`config.mk`:
```
export PLATFORM = sky130hd
export DESIGN_NAME = seg_scan_mux
export DESIGN_NICKNAME = d
export VERILOG_FILES = /design/src/rtl/seg_scan_mux.sv
export SDC_FILE = /design/constraint.sdc
export NUM_CORES = 1
export LEC_CHECK = 0
export ABC_AREA = 1
export BUFFER_PORTS_ARGS = -buffer_cell sky130_fd_sc_hd__buf_2
export CAP_MARGIN = 20
export CORE_UTILIZATION = 45
export DETAILED_ROUTE_END_ITERATION = 10
export PLACE_DENSITY_LB_ADDON = 0.2
export SLEW_MARGIN = 20
export SYNTH_ARGS = -nofsm -noshare
export SYNTH_HDL_FRONTEND = slang
export SYNTH_SLANG_ARGS = --single-unit
```
`constraint.sdc`:
```
create_clock -name clk -period 2.1 [get_ports clk]
set_input_delay 0.525 -clock clk [delete_from_list [all_inputs] [get_ports clk]]
set_output_delay 0.525 -clock clk [all_outputs]
set_load 0.1 [all_outputs]
```
`src/rtl/seg_scan_mux.sv`:
```
// ---------------------------------------------------------------------------
// seg_scan_mux
//
// Time-multiplexed driver for a bank of common-anode 7-segment digits. One
// digit is shown per dwell slot. The first BLANK_CYCLES clocks of every slot
// keep all enables inactive so the previous digit's segments can discharge.
// The following inputs are captured into shadow registers only at a frame
// boundary, so a frame never shows a mix of old and new values:
//   - digit nibbles
//   - per-digit scan mask
//   - brightness
// Brightness is applied by gating the enable with a free-running 4-bit PWM
// phase.
//
// Ports
//   clk          in   system clock
//   reset        in   synchronous, active-low
//   digits_i     in   4*NUM_DIGITS nibbles; nibble k at [4k+3:4k], digit 0 leftmost
//   mask_i       in   NUM_DIGITS; 1 = digit scanned, 0 = skipped and never lit
//   bright_i     in   4-bit brightness, 0 = off .. 15 = full
//   seg_en_o     out  per-digit enable, polarity set by EN_ACTIVE_LOW
//   seg_data_o   out  nibble of the current slot's digit, to the hex decoder
//   active_idx_o out  index of the current slot's digit
//   frame_o      out  one-cycle pulse on the first cycle of a new frame
// ---------------------------------------------------------------------------
module seg_scan_mux #(
    parameter int NUM_DIGITS    = 4,
    parameter int DWELL_CYCLES  = 100000,
    parameter int BLANK_CYCLES  = 500,
    parameter int EN_ACTIVE_LOW = 1,
    localparam int IDX_W        = (NUM_DIGITS > 1) ? $clog2(NUM_DIGITS) : 1
) (
    input  logic                      clk,
    input  logic                      reset,
    input  logic [4*NUM_DIGITS-1:0]   digits_i,
    input  logic [NUM_DIGITS-1:0]     mask_i,
    input  logic [3:0]                bright_i,
    output logic [NUM_DIGITS-1:0]     seg_en_o,
    output logic [3:0]                seg_data_o,
    output logic [IDX_W-1:0]          active_idx_o,
    output logic                      frame_o
);

    localparam int CNT_W = (DWELL_CYCLES > 1) ? $clog2(DWELL_CYCLES) : 1;
    localparam logic [CNT_W-1:0] LAST_CNT  = CNT_W'(DWELL_CYCLES - 1);
    localparam logic [CNT_W-1:0] BLANK_CNT = CNT_W'(BLANK_CYCLES);

    // Lowest set bit of m strictly above position cur.
    // MSB of the result flags whether such a bit exists.
    function automatic logic [IDX_W:0] next_higher(input logic [NUM_DIGITS-1:0] m,
                                                   input logic [IDX_W-1:0]      cur);
        logic [IDX_W:0] res;
        res = '0;
        for (int k = NUM_DIGITS - 1; k >= 0; k--) begin
            if (m[k] && (k > int'(cur))) begin
                res = {1'b1, IDX_W'(k)};
            end
        end
        return res;
    endfunction

    // Lowest set bit of m, or 0 when m is all zeros.
    function automatic logic [IDX_W-1:0] lowest_set(input logic [NUM_DIGITS-1:0] m);
        logic [IDX_W-1:0] res;
        res = '0;
        for (int k = NUM_DIGITS - 1; k >= 0; k--) begin
            if (m[k]) begin
                res = IDX_W'(k);
            end
        end
        return res;
    endfunction

    logic [CNT_W-1:0]        r_cnt;
    logic [IDX_W-1:0]        r_idx;
    logic [3:0]              r_pwm;
    logic [4*NUM_DIGITS-1:0] r_sh_digits;
    logic [NUM_DIGITS-1:0]   r_sh_mask;
    logic [3:0]              r_sh_bright;
    logic                    r_frame;

    logic [IDX_W:0]          w_next;
    logic                    w_wrap;
    logic                    w_boundary;
    logic [3:0]              w_nibble;
    logic                    w_mask_bit;
    logic [NUM_DIGITS-1:0]   w_onehot;
    logic                    w_pwm_ok;
    logic                    w_lit;
    logic [NUM_DIGITS-1:0]   w_en_hi;

    always_comb begin
        w_next     = next_higher(r_sh_mask, r_idx);
        w_wrap     = (r_cnt == LAST_CNT);
        // No higher scanned digit means this wrap ends the frame.
        // This also covers the all-masked case.
        w_boundary = w_wrap && !w_next[IDX_W];

        // Select by comparison rather than indexing.
        // This stays in range when NUM_DIGITS is not a power of two.
        w_nibble   = '0;
        w_mask_bit = 1'b0;
        w_onehot   = '0;
        for (int k = 0; k < NUM_DIGITS; k++) begin
            if (IDX_W'(k) == r_idx) begin
                w_nibble    = r_sh_digits[4*k +: 4];
                w_mask_bit  = r_sh_mask[k];
                w_onehot[k] = 1'b1;
            end
        end

        w_pwm_ok = (r_sh_bright == 4'hF) || (r_pwm < r_sh_bright);
        w_lit    = (r_cnt >= BLANK_CNT) && w_mask_bit && w_pwm_ok;
        w_en_hi  = w_lit ? w_onehot : '0;
    end

    always_ff @(posedge clk) begin
        if (!reset) begin
            r_cnt       <= '0;
            r_idx       <= '0;
            r_pwm       <= '0;
            r_sh_digits <= '0;
            r_sh_mask   <= '1;
            r_sh_bright <= 4'hF;
            r_frame     <= 1'b0;
        end else begin
            r_pwm   <= r_pwm + 4'd1;
            r_frame <= w_boundary;
            if (w_wrap) begin
                r_cnt <= '0;
                if (w_boundary) begin
                    r_sh_digits <= digits_i;
                    r_sh_mask   <= mask_i;
                    r_sh_bright <= bright_i;
                    r_idx       <= lowest_set(mask_i);
                end else begin
                    r_idx <= w_next[IDX_W-1:0];
                end
            end else begin
                r_cnt <= r_cnt + 1'b1;
            end
        end
    end

    assign seg_en_o     = (EN_ACTIVE_LOW != 0) ? ~w_en_hi : w_en_hi;
    assign seg_data_o   = w_nibble;
    assign active_idx_o = r_idx;
    assign frame_o      = r_frame;

endmodule
```
==> results of run 1 <==
per-stage QoR:
stage | setup slack [ns] | hold WS (ns) | power (mW)
finish | -0.0679 | 0.469 | 1.59
global route | -0.214 | 0.482 | 1.65
CTS | -0.104 | 0.471 | 1.60
detailed placement | 0.149 | 0.450 | 1.03
global placement | 0.193 | 0.443 | 1.02
floorplan | -0.113 | 0.424 | 0.989
power groups by stage:
| stage | combinational [mW] | clock (mW) | sequential [mW] |
|---|---|---|---|
| 2_1_floorplan | 0.0446 | 0 | 0.945 |
| 3_3_place_gp | 0.0780 | 0 | 0.946 |
| 3_5_place_dp | 0.0798 | 0 | 0.946 |
| 4_1_cts | 0.0814 | 0.594 | 0.926 |
| 5_1_grt | 0.0927 | 0.631 | 0.929 |
| 6_report | 0.0803 | 0.583 | 0.926 |
state kept, by name, indices dropped and copies added, names as in the netlist:
register and count:
r_sh_mask 4, r_sh_bright 4, active_idx_o 2, r_pwm 4, r_sh_digits 16, frame_o 1
r_cnt 17
cell usage in the layout, fill, tap and decap left out, types with 2 or more instances in the layout:
cell and n:
clkbuf_8 6, buf_4 12, nand3_4 4, nand4_1 41, inv_1 44, o211ai_1 2, nor2_4 6, nor3_1 6
ha_1 4, nor2_1 63, xor2_1 4, a21oi_1 13, nor2_2 3, nand3_1 23, o21ai_1 2, dfxtp_4 2
nand2_1 85, buf_12 8, ha_4 2, nand2_2 3, dfxtp_2 8, dfxtp_1 38, inv_2 10, buf_2 28
inv_4 2, o21ai_0 7
layout make-up:
type	count	area [sq um]	share of cell area [%]
sequential	48	978	30.5
inverter	56	215	6.70
timing repair buffer	48	390	12.1
clock inverter	1	7.51	0.234
multi-input combinational	274	1450	45.0
clock buffer	7	86.3	2.69
tap	72	90.1	2.80
cells by family (layout without fill, tap and decap cells):
kind of cell | after synthesis | count (layout) | share of synthesized area [%]
compound gates | 24 | 24 | 4.83
simple gates | 239 | 239 | 42.9
fa+ha+maj | 6 | 6 | 2.90
xor+xnor | 5 | 5 | 1.69
buf+inv | 68 | 112 | 10.7
flops | 48 | 48 | 37.1
final timing paths:
check                       from        endpoint  slack (ns)  cells after the start
hold reg to reg   r_sh_bright[3]  r_sh_bright[3]        0.47                      2
setup reg to reg        r_cnt[0]  r_sh_bright[3]        0.26                      8
setup / recovery  r_sh_bright[1]     seg_en_o[0]       -0.07                     10
hold / removal    r_sh_bright[3]  r_sh_bright[3]        0.47                      2
worst max-delay path: stages (launching register included):
cell	delay, ns
dfxtp_2	0.34
inv_2	0.04
ha_4	0.24
o21ai_1	0.05
nand2_1	0.06
nand3_1	0.06
nand2_1	0.05
o21ai_1	0.06
buf_4	0.18
nand3_4	0.09
buf_12	0.17
cells in the mapped netlist:
cell type,instances
dfxtp_1,48
nor4_1,1
nand3_1,27
inv_2,8
clkbuf_1,1
nor2_4,5
nand3b_1,1
nor2_1,66
buf_1,3
buf_2,5
nor2_2,1
nand2_2,2
nand4_1,41
nand4_2,1
nor3_1,6
o211ai_1,2
inv_1,48
xor2_1,4
o21ai_0,9
nand3_2,1
ha_1,6
nand2_1,86
buf_6,1
buf_4,2
xnor2_1,1
nor3b_1,1
a21oi_1,13
repair_timing:
| item | 4_1_cts | 5_1_grt |
|---|---|---|
| pin swaps | 3 | 3 |
| resized for setup | 16 | 6 |
| hold endpoints to repair | 0 | 0 |
| setup buffers | 1 | 0 |
| setup endpoints to repair | 4 | 4 |
per-layer routing:
metal | global-route usage (%) | vias up
met3 | 4.00 | 2
met2 | 36.6 | 63
met4 | 6.30 | 0
li1 | - | 1350
met5 | 0 | -
met1 | 28.3 | 1192
==> impl_metrics.py, run 1 <==
metrics = {
    "run_status": {
        "outcome": "complete, but fails checks",
        "violations": "setup timing",
    },
    "final_layout": {
        "final_layout_size_suffix_gt1_share_pct": 22.4,
        "n_antenna_cell": 0,
        "fin_util_pct": 58.0,
        "instances_no_fill": 506,
        "areaGrowthSynthToFinish_pct": 23.9,
        "fill_cells": 525,
        "post-route-cell-area_sq_um": 3210,
        "final_nets": 465,
    },
    "timing": {
        "rsz0062_at_grt": "true",
        "slew_viol_final": 0,
        "fin_crit_ns": 2.17,
        "worst_slew_pin_slew_ns": 0.492,
        "max_freq_mhz": 461,
        "max_slew_margin_pct": 67.4,
        "fin_ws_ns": -0.0679,
        "finalSetupViolCount": 4,
        "hold_viol": 0,
        "setup_tns_ns": -0.265,
        "fin_skew_ns": 0.0102,
        "finalCritPeriodShare_pct": 103,
    },
    "power": {
        "power_frac_clock_pct": 36.7,
        "internal_power_mw": 1.22,
        "comb_power_share_pct": 5.0,
        "worst_ir_drop_vdd_v": 0.000315,
        "p_sw_mw": 0.369,
        "p_leak_nw": 1.44,
        "p_sw_share_pct": 23.2,
        "p_per_area_nw_per_um2": 495,
        "seqPwrFrac_pct": 58.3,
    },
    "global_route": {
        "grt-ovfl-total": 0,
        "grt_usage_pct": 21.8,
        "first_global_vias": 2349,
        "grt_max_degree": 20,
        "grt_pass1_wl_mm": 10.6,
        "antenna_found_initial": 0,
    },
    "detailed_routing": {
        "postRouteWirelength_mm": 6.23,
        "drt-met1-wl_mm": 2.97,
        "num_vias": 2607,
        "wl_met2_mm": 2.95,
        "dr.pass1.iters": 4,
        "wl_met3_microns": 285,
        "drt-wirelength-per-cell_microns": 12.3,
        "top_layer": "met4",
        "drc": 0,
        "ant_nets": 0,
        "drt-initial-drc-count": 164,
        "via_per_inst": 5.15,
    },
    "floorplanning": {
        "die_h_microns": 77.9,
        "die_w_microns": 77.9,
        "die_area_sq_um": 6070,
        "core_area_sq_um": 5540,
        "rows": 27,
        "start_util_pct": 46.8,
        "pin_count": 37,
    },
    "clock_network": {
        "cts.hold.buffers_added": 0,
        "cts_tree": "yes",
        "htree_levels": 2,
        "clk_latency_ns": 0.30,
        "clkSinkCount": 48,
        "cts_made_buffers": 5,
        "cts-root-buf": "clkbuf_8",
        "clk_path_buf_depth": 2,
        "cts.clk_slew.worst_paths_ns": 0.09,
    },
    "logic_synthesis": {
        "synth_top_cell_by_area": "dfxtp_1",
        "synth_top_area_share_pct": 37.1,
        "syn_nets": 422,
        "netlist_instances": 390,
        "yosys_warnings": 0,
        "ys_ff_latch": 48,
        "yosysSeqAreaShare_pct": 37.1,
        "netlist_area_sq_um": 2590,
        "synth.area.top_cells": "dfxtp_1 (37%), nand2_1 (12%), nand4_1 (9.9%)",
        "synth.avg_cell_area_sq_um": 6.65,
        "ys_types": 27,
    },
    "critical_path": {
        "arrival_ns": 1.64,
        "cp-end-kind": "output pin",
        "worst-setup-path-type": "register to output pin",
        "path_max_fanout": 4,
        "worstPathRequired_ns": 1.57,
        "startpoint_type": "register",
    },
    "place": {
        "postPlaceCellArea_sq_um": 3030,
        "place_congestion": 0.882,
        "dp_cells": 497,
        "dp_hpwl_mm": 4.54,
        "io_buffers": 36,
    },
    "hold_path": {
        "min-delay-path-class": "register to register",
    },
    "job": {
        "cap_violations": 0,
    },
}
Power figures use the tool's default switching activity.
==> run 2, diff against run 1 <==
SETUP_SLACK_MARGIN = 0.15   (was unset)
==> run 2 against run 1 <==
Effect of this change: critical path depth shrank 3; largest cell class unchanged; largest power group unchanged; flip-flop and latch count is the same; the run still ends with setup timing left; non-clock buffer count grew 11; design area grew 4.9%; utilization grew 2.8 points; total power shrank 2.3%; setup slack gained 0.020 ns; clock power shrank 6.5%; fmax grew 0.95%.
==> impl_metrics.py, run 2 (same netlist as run 1, synthesis figures left out) <==
metrics = {
    "timing": {
        "hold_viol": 0,
        "finalSetupViolCount": 3,
        "fin_crit_ns": 2.15,
        "fin_skew_ns": 0.00829,
        "max_slew_margin_pct": 67.7,
        "slew_viol_final": 0,
        "max_freq_mhz": 466,
        "fin_ws_ns": -0.0476,
        "worst_slew_pin_slew_ns": 0.489,
        "rsz0062_at_grt": "true",
        "finalCritPeriodShare_pct": 102,
    },
    "clock_network": {
        "cts_made_buffers": 5,
        "cts.clk_slew.worst_paths_ns": 0.09,
        "cts_tree": "yes",
        "clk_path_buf_depth": 2,
        "cts-root-buf": "clkbuf_8",
        "clk_latency_ns": 0.30,
        "clkSinkCount": 48,
        "htree_levels": 2,
    },
    "final_layout": {
        "largest_register_ffs": 17,
        "instances_no_fill": 517,
        "n_antenna_cell": 0,
        "largestRegisters": "r_cnt: 17 flops, r_sh_digits: 16 flops",
        "fill_cells": 505,
        "final_layout_size_suffix_gt1_share_pct": 28.8,
        "layout_commonest_cell": "nand2_1",
        "regMostFlops": "r_cnt",
        "areaGrowthSynthToFinish_pct": 30.0,
        "final_cell_mix": "nand2_1 (76), nor2_1 (63), nand4_1 (41), inv_1 (39), dfxtp_1 (35)",
        "final_nets": 476,
    },
    "critical_path": {
        "cp_slowest_cell": "dfxtp_2",
        "reg2reg_slack_ns": 0.37,
        "arrival_ns": 1.62,
        "r2r_start": "r_cnt[0]",
        "worstPathRequired_ns": 1.57,
        "path_cells": "inv_2 -> ha_4 -> a21oi_2 -> nand2_2 -> o21ai_4 -> nand3_2 -> buf_12",
        "startpoint_type": "register",
        "path_max_fanout": 4,
        "cp-end-kind": "output pin",
        "rr_worst_depth": 8,
        "r2r-end": "r_sh_bright[3]",
        "worst-setup-path-type": "register to output pin",
        "slowest_delay_ns": 0.34,
    },
    "detailed_routing": {
        "dr.pass1.iters": 4,
        "ant_nets": 0,
        "drt-initial-drc-count": 123,
        "drt-wirelength-per-cell_microns": 12.5,
        "postRouteWirelength_mm": 6.47,
        "drc": 0,
        "num_vias": 2706,
        "via_per_inst": 5.23,
    },
    "place": {
        "io_buffers": 36,
        "dp_hpwl_mm": 4.56,
        "place_congestion": 0.891,
        "dp_cells": 496,
    },
    "floorplanning": {
        "core_area_sq_um": 5540,
        "rows": 27,
        "start_util_pct": 46.8,
        "pin_count": 37,
        "die_area_sq_um": 6070,
        "die_h_microns": 77.9,
        "die_w_microns": 77.9,
    },
    "power": {
        "worst_ir_drop_vdd_v": 0.000340,
        "p_per_area_nw_per_um2": 461,
        "total_power_mw": 1.55,
        "p_leak_nw": 1.52,
    },
    "global_route": {
        "grt_usage_pct": 21.7,
        "grt_max_degree": 19,
        "antenna_found_initial": 0,
        "grt_pass1_wl_mm": 10.6,
        "first_global_vias": 2404,
        "grt-ovfl-total": 0,
    },
    "hold_path": {
        "hp-start": "r_cnt[0]",
        "hold_path_depth": 1,
        "min-delay-path-class": "register to register",
        "hold_end": "r_cnt[0]",
    },
    "run_status": {
        "outcome": "complete, but fails checks",
        "violations": "setup timing",
    },
    "job": {
        "cap_violations": 0,
    },
}
run 2: cell types whose count changed in the layout (fill, tap and decap cells not counted), moves of 5 or more:
cell,delta
nand2_1,-9
buf_4,+8
nand2_2,+8
inv_1,-5
run 2: worst max-delay path: cells and delay by family, from the launching register on:
kind,cells,cell delay (ns)
adder cells (fa/ha/maj),1,0.21
flip-flops,1,0.34
buffers and inverters,2,0.28
AND/OR/NAND/NOR,2,0.23
AO/OA/AOI/OAI,2,0.25
run 2: worst max-delay path by stage:
stage                     from             to  slack, ns  cells after the start
2_1_floorplan  active_idx_o[1]  seg_data_o[0]      -0.11                      5
3_3_place_gp    r_sh_bright[1]    seg_en_o[0]       0.19                      9
3_5_place_dp    r_sh_bright[1]    seg_en_o[0]       0.16                      9
4_1_cts         r_sh_bright[1]    seg_en_o[0]      -0.06                      9
5_1_grt         r_sh_bright[3]    seg_en_o[1]      -0.12                      7
6_report        r_sh_bright[3]    seg_en_o[1]      -0.05                      7
run 2: what timing repair did:
action | 4_1_cts | 5_1_grt
resized for setup | 15 | 35
pin swaps | 8 | 16
setup endpoints to repair | 4 | 16
hold buffers | 0 | 0
setup buffers | 2 | 11
run 2: layer usage:
layer  part of all wire, %  wire (microns)  vias up  global-route usage [%]
met5                     0               0        -                       0
met1                    46            2960     1256                    28.4
li1                      -               -     1379                       -
met4                   1.1              70        0                    6.11
met2                    49            3150       63                    36.5
met3                   4.6             295        8                    4.12
run 2: stage by stage:
step                hold WS [ns]  area [sq um]  utilization (%)  TNS (ns)  setup slack (ns)
floorplan                  0.424          2650                -    -0.484            -0.113
global placement           0.441          3050             55.0         0             0.187
detailed placement         0.450          3050             55.0         0             0.164
CTS                        0.470          3190             57.6    -0.154           -0.0566
global route               0.487          3370             60.8    -0.400            -0.121
finish                     0.468          3370             60.8   -0.0742           -0.0476
run 2: power breakdown:
part / switching (mW) / internal, mW / total, mW / leakage (nW)
combinational: 0.0452 / 0.0368 / 0.0821 / 1.08
sequential: 0.0103 / 0.915 / 0.926 / 0.393
clock: 0.310 / 0.235 / 0.545 / 0.0422
run 2: layout make-up:
cell class	instances	area [sq um]	share of cell area, %
tap	72	90.1	2.67
sequential	48	985	29.2
timing repair buffer	59	484	14.4
multi-input combinational	274	1500	44.6
clock buffer	7	76.3	2.27
clock inverter	1	5.00	0.149
inverter	56	225	6.68
